### src/rtl/mips_shift_pkg.sv
// rtl/mips_shift_pkg.sv - shared shifter FSM states and shift-type constants
package mips_shift_pkg;

  typedef enum logic [1:0] {
    IDLE  = 2'd0,
    SHIFT = 2'd1,
    DONE  = 2'd2
  } state_t;

  // Shift type encoding, also used by the ALU control decoder
  localparam logic SHIFT_LOGICAL = 1'b0;
  localparam logic SHIFT_ARITH   = 1'b1;

endpackage

### src/rtl/right_shift_step.sv
// rtl/right_shift_step.sv - one partial right-shift step with fill-bit insertion
module right_shift_step #(
  parameter int WIDTH  = 32,
  parameter int STEP_W = 3
) (
  input  logic [WIDTH-1:0]  i_acc,
  input  logic [STEP_W-1:0] i_s,
  input  logic              i_fill,
  output logic [WIDTH-1:0]  o_acc
);

  logic [WIDTH-1:0] w_fill_mask;

  // Ones in the top i_s bit positions, the bits vacated by the shift
  assign w_fill_mask = ~({WIDTH{1'b1}} >> i_s);

  assign o_acc = (i_acc >> i_s) | (i_fill ? w_fill_mask : {WIDTH{1'b0}});

endmodule

### src/rtl/seq_right_shifter.sv
// rtl/seq_right_shifter.sv - multi-cycle logical/arithmetic right shifter with start/done handshake
module seq_right_shifter
  import mips_shift_pkg::*;
#(
  parameter int WIDTH           = 32,
  parameter int SHAMT_W         = 5,
  parameter int SHIFT_PER_CYCLE = 4
) (
  input  logic               clk,
  input  logic               reset,
  input  logic               start,
  input  logic [WIDTH-1:0]   In,
  input  logic [SHAMT_W-1:0] shamt,
  input  logic               arith,
  output logic               ready,
  output logic               busy,
  output logic               done,
  output logic [WIDTH-1:0]   Out
);

  // Wide enough to hold 0..SHIFT_PER_CYCLE
  localparam int STEP_W = $clog2(SHIFT_PER_CYCLE + 1);

  state_t             r_state;
  state_t             w_next_state;
  logic [WIDTH-1:0]   r_acc;
  logic [SHAMT_W-1:0] r_cnt;
  logic               r_fill;
  logic [WIDTH-1:0]   r_out;
  logic               r_done;
  logic [STEP_W-1:0]  w_step;
  logic [WIDTH-1:0]   w_step_acc;

  // Step size for this cycle: whatever is left, capped at SHIFT_PER_CYCLE, so cnt never underflows
  always_comb begin
    w_step = STEP_W'(SHIFT_PER_CYCLE);
    if (r_cnt <= SHAMT_W'(SHIFT_PER_CYCLE)) begin
      w_step = r_cnt[STEP_W-1:0];
    end
  end

  right_shift_step #(
    .WIDTH  (WIDTH),
    .STEP_W (STEP_W)
  ) u_step (
    .i_acc  (r_acc),
    .i_s    (w_step),
    .i_fill (r_fill),
    .o_acc  (w_step_acc)
  );

  // State register
  always_ff @(posedge clk) begin
    if (reset) begin
      r_state <= IDLE;
    end else begin
      r_state <= w_next_state;
    end
  end

  // Next-state decode; DONE always returns to IDLE so done is a single-cycle pulse
  always_comb begin
    w_next_state = r_state;
    case (r_state)
      IDLE:    if (start) w_next_state = SHIFT;
      SHIFT:   if (r_cnt == '0) w_next_state = DONE;
      DONE:    w_next_state = IDLE;
      default: w_next_state = IDLE;
    endcase
  end

  // Datapath: capture operands on accept, shift while cnt is nonzero, publish the result on completion
  always_ff @(posedge clk) begin
    if (reset) begin
      r_acc  <= '0;
      r_cnt  <= '0;
      r_fill <= 1'b0;
      r_out  <= '0;
      r_done <= 1'b0;
    end else begin
      r_done <= 1'b0;
      case (r_state)
        IDLE: begin
          if (start) begin
            r_acc  <= In;
            r_cnt  <= shamt;
            r_fill <= (arith == SHIFT_ARITH) & In[WIDTH-1];
          end
        end
        SHIFT: begin
          if (r_cnt != '0) begin
            r_acc <= w_step_acc;
            r_cnt <= r_cnt - SHAMT_W'(w_step);
          end else begin
            r_out  <= r_acc;
            r_done <= 1'b1;
          end
        end
        default: ;
      endcase
    end
  end

  assign ready = (r_state == IDLE);
  assign busy  = ~ready;
  assign done  = r_done;
  assign Out   = r_out;

endmodule

### config.mk
export PLATFORM = sky130hd
export DESIGN_NAME = seq_right_shifter
export DESIGN_NICKNAME = d
export VERILOG_FILES = /design/src/rtl/mips_shift_pkg.sv /design/src/rtl/right_shift_step.sv /design/src/rtl/seq_right_shifter.sv
export SDC_FILE = /design/constraint.sdc
export NUM_CORES = 1
export LEC_CHECK = 0
export BUFFER_PORTS_ARGS = -buffer_cell sky130_fd_sc_hd__clkbuf_2
export CAP_MARGIN = 20
export CORE_UTILIZATION = 56
export CTS_CLUSTER_SIZE = 14
export DETAILED_ROUTE_END_ITERATION = 6
export GPL_ROUTABILITY_DRIVEN = 0
export GPL_TIMING_DRIVEN = 0
export HOLD_SLACK_MARGIN = 0.03
export PLACE_DENSITY = 0.87
export SYNTH_ARGS = -nofsm -noshare
export SYNTH_HDL_FRONTEND = slang
export SYNTH_SLANG_ARGS = --single-unit
export TNS_END_PERCENT = 5
### constraint.sdc
create_clock -name clk -period 3.1 [get_ports clk]
set_input_delay 0.31 -clock clk [delete_from_list [all_inputs] [get_ports clk]]
set_output_delay 0.31 -clock clk [all_outputs]
set_load 0.005 [all_outputs]
# Word level (Yosys, flattened, before mapping)
# Cells that the tools add are included.
[totals] ramBits=0 elab_cells=41 mem_count=0 out_inout_bits=35 ff_bits=73 latch_bits=0 rom_bits=0
[classes] n_mux=12 addsub=1 n_bitwise=6 n_shift=2 div_mod_pow=0 n_reduce_logical=9 order_cmp=1 multipliers=0 n_eq_ne=4
[ops] cell="$mux 32" count=3
[ops] cell="$pmux 32 s2" count=1
[ops] cell="$not 32->32" count=1
[ops] cell="$or 32x32->32" count=1
[ops] cell="$shr 32x3->32" count=1
[ops] cell="$shr 32x3->32 const A" count=1
[ops] cell="$mux 5" count=2
[ops] cell="$pmux 5 s2" count=1
[ops] cell="$ne 2x2->1 const B" count=3
[ops] cell="$reduce_and 2->1" count=3
[ops] cell="$le 5x3->1 const B" count=1
[ops] cell="$logic_not 5->1" count=1
[ops] cell="$reduce_bool 5->1" count=1
[ops] cell="$sub 5x3->5" count=1
[ops] cell="$mux 2" count=2
[ops] cell="$pmux 2 s2" count=1
[ops] cell="$mux 3" count=1
[ops] cell="$not 1->1" count=3
[ops] cell="$reduce_and 3->1" count=1
[ops] cell="$eq 2x1->1 const B" count=1
[ops] cell="$logic_not 2->1" count=1
[ops] cell="$reduce_bool 2->1" count=1
[ops] cell="$reduce_or 2->1" count=1
[ops] cell="$and 1x1->1" count=1
[ops] cell="$mux 1" count=1

# Longest topological paths before layout
# Gate-level depths: netlist (run 1).
[depth] depth_word=8 depth_mapped=10 ltp_nobuf=7

# By module
# Synthesis (run 1) repeated with hierarchy kept, for this count alone.
[hier_totals] hier_cells=451 hier_area_um2=4081.4
[modules_own_cells] mod="seq_right_shifter" area_each_um2=2951.6 instances=1 cells_per_inst=307
[modules_own_cells] mod="right_shift_step" area_each_um2=1129.8 instances=1 cells_per_inst=144

# Least setup slack after synthesis (run 1)
# Ideal clock, no wire load.
[synth_timing] path_type="reg-to-reg" startpoint="reg r_cnt[4]" endpoint="reg r_cnt[2]" slack_ns=0.932 setup_ns=0.141 stages_incl_launch_ff=10 path_buffers=3 arrival_ns=2.027 path_cell_list="dfxtp_1 > buf_2 > or3_1 > buf_2 > clkbuf_1 > nand2_1 > ha_1 > or4_1 > nand3_1 > a311oi_1"
[synth_between] elab_chain_len=5 word_cells_on_any_way=8 cone_classes="add/sub (1); order compare (1); eq/ne (1); mux (3); reduce/logical (2)"
[synth_rtl] item="start: declaration" line_no="seq_right_shifter.sv:27" source="logic [SHAMT_W-1:0] r_cnt;"
[synth_rtl] item="start signal: assignment" line_no="seq_right_shifter.sv:86" source="r_cnt <= shamt;"
[synth_rtl] item="start signal: assignment" line_no="seq_right_shifter.sv:93" source="r_cnt <= r_cnt - SHAMT_W'(w_step);"
[synth_rtl] item="$le 5x3->1" line_no="seq_right_shifter.sv:37" source="if (r_cnt <= SHAMT_W'(SHIFT_PER_CYCLE)) begin"
[synth_rtl] item="$mux 3" line_no="seq_right_shifter.sv:37"
[synth_rtl] item="$sub 5x3->5" line_no="seq_right_shifter.sv:93"
[synth_rtl] item="$mux 5" line_no="seq_right_shifter.sv:91" source="if (r_cnt != '0) begin"
[synth_rtl] item="$pmux 5 s2" line_no="seq_right_shifter.sv:82" source="case (r_state)"
# Parallel ways exist; a longest one is shown, timed or not. The select of a mux whose other input is x is not followed.
# A chain may end at the register's enable or synchronous reset.

# Worst setup path in the final report (run 1)
# Same ends and word-level chain as after synthesis.

==> flow_metrics.tcl, run 1 <==
set metrics [dict create \
    htreeDepth 3 \
    die_y_um 87.78 \
    portBuffers 75 \
    p_sw_mw 1.184 \
    vias_per_cell 6.166 \
    fin_tns_setup_ps 0 \
    drc 1 \
    fin_nets 633 \
    tightest_slew_ps 718.0 \
    cpMaxStageDelayCell "or4_1" \
    post-cts-setup-buffers 0 \
    synth-compound-area-share_pct 22.14 \
    cts_buffers 9 \
    cp_common_cell "buf_2" \
    die_area_um2 7704 \
    synth_cell_types 52 \
    p_int_mw 1.852 \
    n_fill_cell 551 \
    utilization_pct 69.28 \
    rows 30 \
    fin_ws_ps 538.3 \
    period_needed_ps 2562 \
    grt_pass1_vias 3909 \
    yosysSeqAreaShare_pct 35.47 \
    routedWlPerCell_um 17.37 \
    startpoint_type "flop" \
    avgSynthCellArea_um2 8.159 \
    end_kind "flop" \
    synthArstFlopShare_pct 0 \
    hp-class "in2reg" \
    via_count 4267 \
    grt_max_degree 14 \
    failed_checks "design-rule violations" \
    cp.required_ps 3310 \
    p_total_mw 3.037 \
    grtUsageTotal_pct 32.87 \
    seq_power_share_pct 40.4 \
    setup.worst_path.class "reg2reg" \
    finClkSkew_ps 10.88 \
    yosys.area_share.simple_pct 23.57 \
    diodes 0 \
    post_cts_resized 0 \
    clk_latency_ps 360 \
    ios 76 \
    cp-startpoint "r_cnt[4]" \
    synth_edf_count 0 \
    cp.buffers_inverters 3 \
    p_comb_share_pct 34.8 \
    dieWidth_um 87.78 \
    drive_above_1_share_pct 25.67 \
    min-delay-start "In[1]" \
    arrival_ps 2780 \
    max_stage_delay_ps 480 \
    cts_buffer_depth 2 \
    final_cell_count_no_fill 692 \
    crit_family "buffers and inverters" \
    grt_pass1_wl_um 19290 \
    synth_xor_area_share_pct 0 \
    final_common_cell "nand2_1" \
    grt_overflow_total 0 \
    cts_tree "yes" \
    p_leak_nw 1.810 \
    rsz0062_at_grt "false" \
    first_iter_violations 483 \
    numClockSinks 73 \
    r2r_start "r_cnt[4]" \
    syn-num-nets 547 \
    p_sw_share_pct 39.00 \
    slew_viol_final 0 \
    syn_area_um2 4120 \
    drt-total-wl_um 12020 \
    synthMuxAreaShare_pct 12.94 \
    synthAdderAreaFrac_pct 0.3037 \
    critical_path.max_fanout 10 \
    outcome "finished with violations" \
    maxCapViolCount 0 \
    finalSetupViolCount 0 \
    synth_top_family_by_area "simple AND/OR/NAND/NOR gates" \
    hold_viol_final 0 \
    fmax_mhz 390.4 \
    yosys_warnings 0 \
    dp_hpwl_um 8207 \
    p_per_area_nw_per_um2 631.2 \
    final.period_utilization_pct 82.64 \
    cts_hold_buffers 0 \
    mostFrequentLayoutCells "118 x nand2_1, 75 x clkbuf_2, 73 x dfxtp_1" \
    drt_pass1_iterations 7 \
    dp.cells 676 \
    dp_worst_setup_slack_ps 600.7 \
    ir_drop_uv 376.1 \
    clk_pin_slew_worst_paths_ps 80 \
    relSlewSlack_pct 52.03 \
    netlist_instances 505 \
    path_cells "buf_2 > or3_1 > buf_2 > clkbuf_1 > nand2_1 > ha_1 > or4_1 > nand3_1 > a311oi_1" \
    synthFlopType "dfxtp_1" \
    detail-route-antenna-nets 0 \
    clockRootBuffer "clkbuf_8" \
    antenna_found_initial 0 \
    syn_to_final_growth_pct 16.76 \
    core_um2 6944 \
    p_clk_share_pct 24.8 \
    start_util_pct 59.33 \
    ys_seq_elements 73 \
]
==> layout make-up <==
class                           instances  area (µm²)  area share, %
Timing Repair Buffer                   75       375.4          7.802
Clock inverter                          7       71.32          1.482
Buffer                                 45       215.2          4.473
Tap cell                               96       120.1          2.497
Sequential cell                        73        1461          30.38
Inverter                                3       11.26         0.2341
Clock buffer                            9       123.9          2.575
Multi-Input combinational cell        384        2432          50.56
==> Yosys cell counts, types with 2 or more instances <==
master,instances,share of area (%)
a211oi_1,3,0.55
a21oi_1,39,4.7
a221oi_1,3,0.64
a22o_1,3,0.64
a311oi_1,18,3.8
a311oi_2,11,4.0
buf_1,3,0.27
buf_2,16,1.9
buf_6,3,0.82
clkbuf_1,22,2.0
dfxtp_1,73,35
inv_1,2,0.18
mux2_2,3,0.82
mux2i_1,24,5.8
mux4_2,11,6.0
nand2_1,118,11
nand2b_1,4,0.61
nand3_1,34,4.1
nor2_1,47,4.3
nor2b_1,5,0.76
o211ai_1,4,0.73
o21a_1,2,0.36
o21ai_0,2,0.24
o21ai_1,13,1.6
o21ai_2,11,2.3
o22ai_1,5,0.76
==> cells by family (layout without fill, tap and decap cells) <==
family                   Yosys count  count (layout)
other                              1               1
AND/OR/NAND/NOR                  221             221
adder cells (fa/ha/maj)            1               1
flip-flops                        73              73
AO/OA/AOI/OAI                    122             122
buffers and inverters             48             139
multiplexers                      39              39
==> worst register-to-register path: cells and delay by family, from the launching register on <==
family                     cells  cell delay, ps
AOI/OAI and AO/OA              1              90
buffers and inverters          3             880
adders and majority gates      1             280
DFF                            1             310
and+or+nand+nor                4             870
==> sequential cells by signal, indices dropped and copies added (netlist names) <==
name / count
done: 1
r_state: 2
r_fill: 1
r_cnt: 5
Out: 32
r_acc: 32
==> power by group through the flow <==
stage / Clock, mW / Sequential, mW / Combinational [mW]
after global routing: 0.794 / 1.25 / 1.14
after CTS: 0.753 / 1.22 / 1.03
after global placement: 0 / 1.23 / 0.985
after floorplan: 0 / 1.19 / 0.772
final: 0.754 / 1.23 / 1.06
after detailed placement: 0 / 1.24 / 1.02
==> final timing paths <==
kind              endpoint  slack, ps  cells past startpoint
setup / recovery  r_cnt[2]        540                      9
hold / removal    r_acc[1]        200                      3
setup reg to reg  r_cnt[2]        540                      9
hold reg to reg    Out[21]        460                      2
==> per-stage QoR <==
step / cell area (µm²) / hold slack, ps
after floorplan: 4120 / 432.2
after global routing: 4811 / 201.8
final: 4811 / 201.0
after global placement: 4616 / 442.6
after CTS: 4811 / 197.3
after detailed placement: 4616 / 449.0
==> layer usage <==
layer,vias to the layer above,global-route usage (%),routed length [µm]
met3,34,7.352,1239
met2,283,52.43,5654
met1,1973,42.43,4902
met5,-,0,0
met4,0,15.20,223
li1,1977,-,-
Power figures use the tool's default switching activity.
==> run 2, diff against run 1 <==
ABC_AREA = 1   (was unset)
PLACE_DENSITY = 0.88   (was 0.87)
clock period = 2.4 ns   (was 3.1 ns; I/O delays follow)
==> run 2 against run 1 <==
The flow still finishes with violations (design-rule violations). Synthesized cell count increased by 19%. Design area decreased by 2.7%. Global-route usage increased by 1.8 points. Core utilization decreased by 0.76 points. Via count increased by 13%. Critical endpoint is now r_acc[15]. Largest power group unchanged.
==> flow_metrics.tcl, run 2 <==
set metrics [dict create \
    startpoint_type "flop" \
    post-cts-setup-buffers 0 \
    numClockSinks 73 \
    hp-class "in2reg" \
    post_cts_resized 0 \
    multi_input_area_um2 2152 \
    cts_buffers 9 \
    p_leak_nw 2.104 \
    hold_ws_ps 144.2 \
    synth_cell_types 28 \
    mostFrequentLayoutCells "93 x nand2_1, 93 x a21oi_1, 84 x nand3_1" \
    grt_pass1_wl_um 20240 \
    fmax_mhz 553.6 \
    synth_edf_count 0 \
    grt_overflow_total 0 \
    die_area_um2 7435 \
    antenna_found_initial 0 \
    ios 76 \
    avgSynthCellArea_um2 6.621 \
    ir_drop_uv 504.4 \
    routedWlPerCell_um 15.85 \
    synth_common_cells "93 x a21oi_1, 93 x nand2_1, 84 x nand3_1" \
    core_um2 6832 \
    clockRootBuffer "clkbuf_8" \
    maxCapViolCount 0 \
    first_iter_violations 627 \
    arrival_ps 2100 \
    cp.buffers_inverters 3 \
    cp.required_ps 2690 \
    relSlewSlack_pct 59.73 \
    cp_common_cell "nand2_2" \
    yosys-top-cells-area "dfxtp_1 37%, a21oi_1 12%, nand3_1 11%" \
    drt_pass1_iterations 7 \
    grt_pass1_vias 4345 \
    synthFlopType "dfxtp_1" \
    min-delay-start "arith" \
    via_count 4806 \
    diodes 0 \
    p_per_area_nw_per_um2 871.8 \
    drt-total-wl_um 12440 \
    r2r_start "r_cnt[0]" \
    critical_path.max_fanout 10 \
    yosysSeqAreaShare_pct 36.79 \
    netlist_instances 600 \
    clk_pin_slew_worst_paths_ps 80 \
    yosysTopAreaCellShare_pct 36.79 \
    detail-route-antenna-nets 0 \
    n_fill_cell 600 \
    start_util_pct 58.15 \
    rows 30 \
    htreeDepth 3 \
    tightest_slew_ps 604.0 \
    portBuffers 74 \
    dp_hpwl_um 8836 \
    drc 2 \
    ys_seq_elements 73 \
    die_y_um 86.23 \
    syn_to_final_growth_pct 17.83 \
    finClkSkew_ps 11.48 \
    fin_nets 727 \
    path_cells "buf_2 > inv_1 > nand4_4 > nand2_2 > nand2_2 > clkbuf_1 > o21ai_0 > a21oi_1" \
    cts_buffer_depth 2 \
    fin_tns_setup_ps 0 \
    yosys_warnings 0 \
    synthArstFlopShare_pct 0 \
    syn_area_um2 3973 \
    cts_hold_buffers 0 \
    vias_per_cell 6.122 \
    cpMaxStageDelayCell "clkbuf_1" \
    clk_latency_ps 360 \
    failed_checks "design-rule violations" \
    crit_family "buffers and inverters" \
    outcome "finished with violations" \
    drive_above_1_share_pct 18.58 \
    setup.worst_path.class "reg2reg" \
    end_kind "flop" \
    grt_max_degree 13 \
    hold_viol_final 0 \
    cp-startpoint "r_cnt[0]" \
    finalSetupViolCount 0 \
    rrSetupSlack_ps 590 \
    period_needed_ps 1807 \
    grtUsageTotal_pct 34.68 \
    dieWidth_um 86.23 \
    max_stage_delay_ps 390 \
    final.period_utilization_pct 75.27 \
    cts_tree "yes" \
    yosys.area.top_type "dfxtp_1" \
    rsz0062_at_grt "false" \
    slew_viol_final 0 \
    regArea_um2 1461 \
    syn-num-nets 642 \
]
## run 2: changes by cell type after synthesis, sizes merged, moves of 23 or more
cell,change
nand3,+51
a21oi,+55
nand4,+27
nor2,+24
mux2i,-23
o21ai,+39
inv,+35
a311oi,-29
## run 2: routing by layer
metal	vias up	track usage, %	wire length, µm
li1	2222	-	-
met2	377	52.89	5397
met4	0	16.82	417
met1	2140	44.98	4937
met3	67	10.19	1692
met5	-	0	0
## run 2: cell type report
cell class / instances / share of cell area, %
plain buffers: 44 / 4.624
well taps: 96 / 2.566
flip-flops and latches: 73 / 31.22
repair buffers: 74 / 7.912
clock buffers: 10 / 2.940
inverters: 38 / 3.047
multi-input cells: 445 / 45.98
clock inverters: 5 / 1.711
## run 2: cell families (layout without fill, tap and decap cells)
family	count (synthesis)	in the layout	share of synthesized area [%]
AOI/OAI and AO/OA	162	162	20.85
and+or+nand+nor	280	280	32.66
buffers and inverters	82	171	9.039
DFF	73	73	36.79
other	1	1	0.09440
muxes	1	1	0.2520
adders and majority gates	1	1	0.3149
## run 2: worst register-to-register path: stages, from the launching register on
cell	delay, ps
dfxtp_1	310
buf_2	210
inv_1	120
nand4_4	150
nand2_2	90
nand2_2	120
clkbuf_1	390
o21ai_0	200
a21oi_1	160
## run 2: report_power, final
group / internal [mW] / leakage [nW] / total, mW / switching, mW
combinational: 0.485 / 1.40 / 1.44 / 0.959
sequential: 1.40 / 0.600 / 1.57 / 0.174
clock: 0.606 / 0.104 / 1.06 / 0.459
## run 2: path summary, 6_finish.rpt
kind / end / depth (start not counted)
max: r_acc[15] / 8
min: r_fill / 3
max reg2reg: r_acc[15] / 8
min reg2reg: r_acc[2] / 2
## run 2: metrics by stage
step	power [mW]	util, %	setup slack, ps	cells	area (µm²)
final	4.081	68.52	593.5	785	4681
after global routing	4.290	68.52	515.8	785	4681
after CTS	4.019	68.52	673.9	785	4681
after detailed placement	2.962	65.33	683.1	770	4463
after global placement	2.916	65.33	716.9	770	4463
after floorplan	2.522	-	981.0	600	3973
